===== src/rtl/dram_uart_tx_pkg.sv =====
// Shared types and UART frame constants for the DRAM-to-UART block transmitter.
// Both FSM state encodings live here so the top and the serializer agree on them.
package dram_uart_tx_pkg;

    localparam int DATA_BITS = 8;
    localparam int STOP_BITS = 1;

    typedef enum logic [2:0] {
        ST_IDLE  = 3'd0,
        ST_FETCH = 3'd1,
        ST_LOAD  = 3'd2,
        ST_SEND  = 3'd3,
        ST_NEXT  = 3'd4,
        ST_DONE  = 3'd5
    } top_state_t;

    typedef enum logic [1:0] {
        SER_IDLE  = 2'd0,
        SER_START = 2'd1,
        SER_DATA  = 2'd2,
        SER_STOP  = 2'd3
    } ser_state_t;

    // DONE deliberately excluded: busy drops in the same cycle done pulses.
    function automatic logic is_busy(input top_state_t s);
        case (s)
            ST_FETCH, ST_LOAD, ST_SEND, ST_NEXT: is_busy = 1'b1;
            default:                             is_busy = 1'b0;
        endcase
    endfunction

endpackage


===== src/rtl/dram_uart_tx_serializer.sv =====
// UART 8N1 serializer: START/DATA/STOP with its own baud counter.
// tx is registered from the current state, so the line lags the FSM by one cycle.
module uart_tx_serializer
    import dram_uart_tx_pkg::*;
#(
    parameter int CLKS_PER_BIT = 5208
) (
    input  logic       clock,
    input  logic       reset,
    input  logic       load,
    input  logic [7:0] byte_in,
    output logic       tx,
    output logic       frame_done
);

    localparam int CW = (CLKS_PER_BIT > 1) ? $clog2(CLKS_PER_BIT) : 1;
    localparam logic [CW-1:0] BAUD_MAX = CW'(CLKS_PER_BIT - 1);

    ser_state_t    state_r;
    ser_state_t    state_nx_s;
    logic [CW-1:0] baud_cnt_r;
    logic [2:0]    bit_idx_r;
    logic [7:0]    shift_r;
    logic          bit_end_s;
    logic          last_data_s;
    logic          last_stop_s;

    // Next-state decode and end-of-frame strobe for the top FSM
    always_comb begin
        bit_end_s   = (baud_cnt_r == BAUD_MAX);
        last_data_s = (bit_idx_r == 3'(DATA_BITS - 1));
        last_stop_s = (bit_idx_r == 3'(STOP_BITS - 1));
        state_nx_s  = state_r;
        case (state_r)
            SER_IDLE:  if (load) state_nx_s = SER_START; else state_nx_s = SER_IDLE;
            SER_START: if (bit_end_s) state_nx_s = SER_DATA; else state_nx_s = SER_START;
            SER_DATA:  if (bit_end_s && last_data_s) state_nx_s = SER_STOP; else state_nx_s = SER_DATA;
            SER_STOP:  if (bit_end_s && last_stop_s) state_nx_s = SER_IDLE; else state_nx_s = SER_STOP;
            default:   state_nx_s = SER_IDLE;
        endcase
        frame_done = (state_r == SER_STOP) && bit_end_s && last_stop_s;
    end

    // State, baud counter, bit index, shift register and the tx line flop
    always_ff @(posedge clock) begin
        if (reset) begin
            state_r    <= SER_IDLE;
            baud_cnt_r <= '0;
            bit_idx_r  <= 3'd0;
            shift_r    <= 8'd0;
            tx         <= 1'b1;
        end else begin
            state_r <= state_nx_s;
            case (state_r)
                SER_START: tx <= 1'b0;
                SER_DATA:  tx <= shift_r[0];
                default:   tx <= 1'b1;
            endcase
            if ((state_r == SER_IDLE) || bit_end_s) begin
                baud_cnt_r <= '0;
            end else begin
                baud_cnt_r <= baud_cnt_r + 1'b1;
            end
            // bit_idx_r is reused to count stop bits, so it must wrap to 0 on leaving DATA
            if ((state_r == SER_IDLE) && load) begin
                shift_r   <= byte_in;
                bit_idx_r <= 3'd0;
            end else if (bit_end_s && (state_r == SER_DATA)) begin
                shift_r   <= {1'b0, shift_r[7:1]};
                bit_idx_r <= last_data_s ? 3'd0 : bit_idx_r + 3'd1;
            end else if (bit_end_s && (state_r == SER_STOP)) begin
                bit_idx_r <= last_stop_s ? 3'd0 : bit_idx_r + 3'd1;
            end else begin
                bit_idx_r <= bit_idx_r;
            end
        end
    end

endmodule


===== src/rtl/dram_uart_tx.sv =====
// Streams NUM_BYTES bytes from DRAM, ascending from START_ADDR, out over UART 8N1.
// Owns DRAM_address while busy; the serializer handles bit timing.
module dram_uart_tx
    import dram_uart_tx_pkg::*;
#(
    parameter int          CLKS_PER_BIT = 5208,
    parameter logic [15:0] START_ADDR   = 16'h0000,
    parameter int          NUM_BYTES    = 65536,
    parameter int          READ_LATENCY = 1
) (
    input  logic        clock,
    input  logic        reset,
    input  logic        start_Tx,
    input  logic [7:0]  DRAM_data,
    output logic [15:0] DRAM_address,
    output logic        busy,
    output logic        done,
    output logic        tx
);

    localparam int LW = $clog2(READ_LATENCY + 1);
    localparam logic [LW-1:0] LAT_MAX   = LW'(READ_LATENCY - 1);
    localparam logic [16:0]   LAST_BYTE = 17'(NUM_BYTES - 1);

    top_state_t    state_r;
    top_state_t    state_nx_s;
    logic [LW-1:0] lat_cnt_r;
    logic [16:0]   byte_cnt_r;
    logic          load_s;
    logic          frame_done_s;

    // Next-state decode; start_Tx outside IDLE is simply not looked at
    always_comb begin
        state_nx_s = state_r;
        case (state_r)
            ST_IDLE:  if (start_Tx) state_nx_s = ST_FETCH; else state_nx_s = ST_IDLE;
            ST_FETCH: if (lat_cnt_r == LAT_MAX) state_nx_s = ST_LOAD; else state_nx_s = ST_FETCH;
            ST_LOAD:  state_nx_s = ST_SEND;
            ST_SEND: begin
                if (frame_done_s) begin
                    if (byte_cnt_r == LAST_BYTE) state_nx_s = ST_DONE;
                    else                         state_nx_s = ST_NEXT;
                end else begin
                    state_nx_s = ST_SEND;
                end
            end
            ST_NEXT:  state_nx_s = ST_FETCH;
            ST_DONE:  state_nx_s = ST_IDLE;
            default:  state_nx_s = ST_IDLE;
        endcase
        load_s = (state_r == ST_LOAD);
    end

    // State register, registered status outputs, read latency, address and byte counters
    always_ff @(posedge clock) begin
        if (reset) begin
            state_r      <= ST_IDLE;
            busy         <= 1'b0;
            done         <= 1'b0;
            lat_cnt_r    <= '0;
            byte_cnt_r   <= 17'd0;
            DRAM_address <= START_ADDR;
        end else begin
            state_r <= state_nx_s;
            busy    <= is_busy(state_nx_s);
            done    <= (state_nx_s == ST_DONE);
            if ((state_r == ST_FETCH) && (lat_cnt_r != LAT_MAX)) begin
                lat_cnt_r <= lat_cnt_r + 1'b1;
            end else begin
                lat_cnt_r <= '0;
            end
            if ((state_r == ST_IDLE) && start_Tx) begin
                DRAM_address <= START_ADDR;
                byte_cnt_r   <= 17'd0;
            end else if (state_r == ST_NEXT) begin
                DRAM_address <= DRAM_address + 16'd1;
                byte_cnt_r   <= byte_cnt_r + 17'd1;
            end else begin
                DRAM_address <= DRAM_address;
                byte_cnt_r   <= byte_cnt_r;
            end
        end
    end

    uart_tx_serializer #(
        .CLKS_PER_BIT(CLKS_PER_BIT)
    ) u_ser (
        .clock      (clock),
        .reset      (reset),
        .load       (load_s),
        .byte_in    (DRAM_data),
        .tx         (tx),
        .frame_done (frame_done_s)
    );

endmodule

===== config.mk =====
export PLATFORM = sky130hd
export DESIGN_NAME = dram_uart_tx
export DESIGN_NICKNAME = d
export VERILOG_FILES = /design/src/rtl/dram_uart_tx_pkg.sv /design/src/rtl/dram_uart_tx_serializer.sv /design/src/rtl/dram_uart_tx.sv
export SDC_FILE = /design/constraint.sdc
export NUM_CORES = 1
export LEC_CHECK = 0
export ABC_AREA = 1
export BUFFER_PORTS_ARGS = -buffer_cell sky130_fd_sc_hd__buf_2
export CORE_UTILIZATION = 40
export DETAILED_ROUTE_END_ITERATION = 6
export GPL_ROUTABILITY_DRIVEN = 0
export PLACE_DENSITY = 0.68
export SETUP_SLACK_MARGIN = 0.02
export SYNTH_ARGS = -nofsm -noshare
export SYNTH_HDL_FRONTEND = slang
export SYNTH_HIERARCHICAL = 1
export SYNTH_SLANG_ARGS = --single-unit
export TNS_END_PERCENT = 5

===== constraint.sdc =====
create_clock -name clock -period 2.1 [get_ports clock]
set_clock_uncertainty 0.2 [all_clocks]
set_input_delay 0.21 -clock clock [delete_from_list [all_inputs] [get_ports clock]]
set_output_delay 0.21 -clock clock [all_outputs]
set_load 0.02 [all_outputs]

==> flow_metrics.py <==
metrics = {
    "worst_setup_path": {
        "end_kind": "flip-flop",
        "slowest_delay_ns": 0.37,
        "crit_path_frequent_cell": "nand2_1",
        "path_delay_family": "simple AND/OR/NAND/NOR gates",
        "cpMaxStageDelayCell": "dfxtp_4",
        "path_cells": "ha_4 -> inv_1 -> nor3_2 -> nand4_1 -> nor2_2 -> ha_1 -> inv_1 -> nand2_1 -> nand2_1 -> nand2_1 -> nor2_2 -> nand2_2 -> nand2_2 -> nand2_1 -> nor2_1",
        "path_buf_inv": 2,
        "r2r_setup_slack_ns": 0.18,
        "cp.arrival_ns": 1.97,
        "criticalPathCategory": "reg -> reg",
        "crit_fanout": 3,
        "cp.required_ns": 2.15,
        "worst_setup_path_start_kind": "flip-flop",
    },
    "clock_network": {
        "cts_buffer_depth": 2,
        "htree_levels": 3,
        "clock-root-buffer": "clkbuf_8",
        "insertion_delay_ns": 0.36,
        "clkTransAtPathRegs_ns": 0.07,
        "cts_tree": "built",
        "cts_buffers": 9,
        "cts.sinks": 66,
    },
    "routing": {
        "routed_wl_um": 6849,
        "vias": 3061,
        "ant_nets": 0,
        "vias_per_cell": 4.890,
        "wl_per_cell_um": 10.94,
        "drc": 0,
        "first_pass_iters": 4,
        "drtIter0Drc": 111,
    },
    "global_routing": {
        "grt_pass1_vias": 2783,
        "grt_max_degree": 24,
        "antenna_found_initial": 0,
        "grt_first_pass_wirelength_um": 11890,
        "grt_usage_pct": 16.75,
        "overflow": 0,
    },
    "floorplanning": {
        "core_area_mm2": 0.008258,
        "die_area_mm2": 0.008977,
        "initial_utilization_pct": 41.67,
        "die_h_um": 94.75,
        "io_pins": 30,
        "die_width_um": 94.75,
        "fp-row-count": 33,
    },
    "logic_synthesis": {
        "ys_seq_area_share_pct": 38.40,
        "synth.area.top_cells": "dfxtp_1, nand2_1, nor2_1, inv_1, nand3_1",
        "ys_types": 41,
        "synth-main-ff-cell": "dfxtp_1",
        "synth_warnings": 6,
        "synth_edf_count": 0,
        "postSynthAreaPerCell_um2": 7.274,
        "ys_ff_latch": 66,
        "async_reset_ff_share_pct": 0,
        "synthesis.area_mm2": 0.003441,
        "synth_top_area_share_pct": 38.40,
        "synth_fp_nets": 491,
        "syn_inst": 473,
        "synth_top_area_cell": "dfxtp_1",
    },
    "place": {
        "hpwlAfterDp_um": 4865,
        "dpl_cell_area_mm2": 0.003700,
        "place_inst": 606,
        "portBuffers": 29,
    },
    "final_layout": {
        "layout-drive-gt1-share_pct": 23.99,
        "area_growth_pct": 15.64,
        "final_cells": 626,
        "fin_area_mm2": 0.003979,
        "regArea_mm2": 0.001336,
        "multi_input_area_mm2": 0.001814,
        "nNetsFinal": 535,
        "fillers": 832,
        "n_antenna_cell": 0,
    },
    "power": {
        "powerDensity_mw_per_mm2": 612.9,
        "ir_drop_mv": 0.3026,
        "p_leak_uw": 0.001616,
    },
    "timing": {
        "finalCriticalPeriod_ns": 1.918,
        "finalHoldViolCount": 0,
        "fmax_ghz": 0.5212,
        "slew_violations": 0,
        "min_period_over_period_pct": 91.36,
        "rsz0062_at_grt": "no",
        "fin_tns_setup_ns": 0,
        "finalSetupViolCount": 0,
    },
    "run_status": {
        "status": "finished clean",
    },
    "job": {
        "cap_violations": 0,
    },
    "hold_path": {
        "hp-class": "in -> reg",
    },
}
## cell usage after synthesis (all sizes together) (2+ instances only)
cell type / instances
nor3: 10
dfxtp: 66
xor2: 4
nand4: 10
nand3b: 2
nand3: 43
o21bai: 2
inv: 75
ha: 7
o21ai: 28
a21boi: 2
a21oi: 38
nor2: 88
nand2: 83
buf: 7
## final timing paths
check,from,end,depth (start not counted)
hold / removal,DRAM_data[2],u_ser/shift_r[2]$_SDFFE_PP0P_,5
setup / recovery,byte_cnt_r[0]$_SDFFE_PP0P_,busy$_SDFF_PP0_,15
setup reg to reg,byte_cnt_r[0]$_SDFFE_PP0P_,busy$_SDFF_PP0_,15
hold reg to reg,byte_cnt_r[7]$_SDFFE_PP0P_,byte_cnt_r[7]$_SDFFE_PP0P_,2
## power breakdown
group	switching (µW)	internal, µW
logic	127	71.8
clock network	474	485
registers	15.5	1270
total	617	1820
## cells in the final DEF (no fill, tap or decap), drive strengths merged, types with 7 or more instances in the layout
master	netlist	routed
inv	75	75
nand3	43	43
nand4	10	10
dfxtp	66	66
buf	7	39
ha	7	7
nand2	83	83
nor3	10	10
a21oi	38	38
o21ai	28	28
nor2	88	88
clkbuf	1	13
## cell type report
type                       count  share of cell area [%]
clock buffer                  13                   3.994
clock inverter                 2                  0.3145
inverter                      76                   7.170
multi-input combinational    323                   45.60
sequential                    66                   33.58
tap                          105                   3.302
timing repair buffer          41                   6.038
## stage by stage
| step | hold slack, ns | util [%] | power [µW] | setup WS [ns] |
|---|---|---|---|---|
| 2_1_floorplan | 0.08238 | - | 1451 | 0.1500 |
| 3_3_place_gp | 0.2460 | 44.80 | 1491 | 0.1473 |
| 3_5_place_dp | 0.2488 | 44.80 | 1495 | 0.05011 |
| 4_1_cts | 0.02428 | 47.12 | 2453 | 0.02524 |
| 5_1_grt | 0.05060 | 48.18 | 2533 | 0.003179 |
| 6_report | 0.03587 | 48.18 | 2439 | 0.1815 |
## logic make-up after synthesis
group           Yosys count  synth area share [%]
simple gates            238                 35.05
buf+inv                  84                 10.33
compound gates           73                 12.55
flops                    66                 38.40
fa+ha+maj                 7                 2.545
xor+xnor                  4                 1.018
other cells               1                0.1090
## routing by layer
metal	vias to the layer above	GRT usage [%]	share of wire (%)
met2	47	26.62	45
met3	12	4.267	3.8
li1	1590	-	-
met4	0	7.702	1.9
met1	1412	21.20	49
met5	-	0	0
## flip-flops by register name, summed over array words and instances, names as in the netlist
| signal | count |
|---|---|
| DRAM_address | 16 |
| busy | 1 |
| byte_cnt_r | 17 |
| done | 1 |
| lat_cnt_r | 1 |
| state_r | 3 |
| u_ser/baud_cnt_r | 13 |
| u_ser/bit_idx_r | 3 |
| u_ser/shift_r | 8 |
| u_ser/state_r | 2 |
| u_ser/tx | 1 |
## tightest hold or removal path, stage by stage
cell,delay (ns)
buf_2,0.09
inv_1,0.04
nor2_1,0.04
o21ai_2,0.11
a21oi_2,0.04
## timing repair
item,4_1_cts,5_1_grt
setup buffers,0,3
hold buffers,2,0
endpoints found under the setup margin,0,2
gates resized for setup,0,21
endpoints found under the hold margin,3,0
No activity file was read; power rests on OpenSTA's default activity.
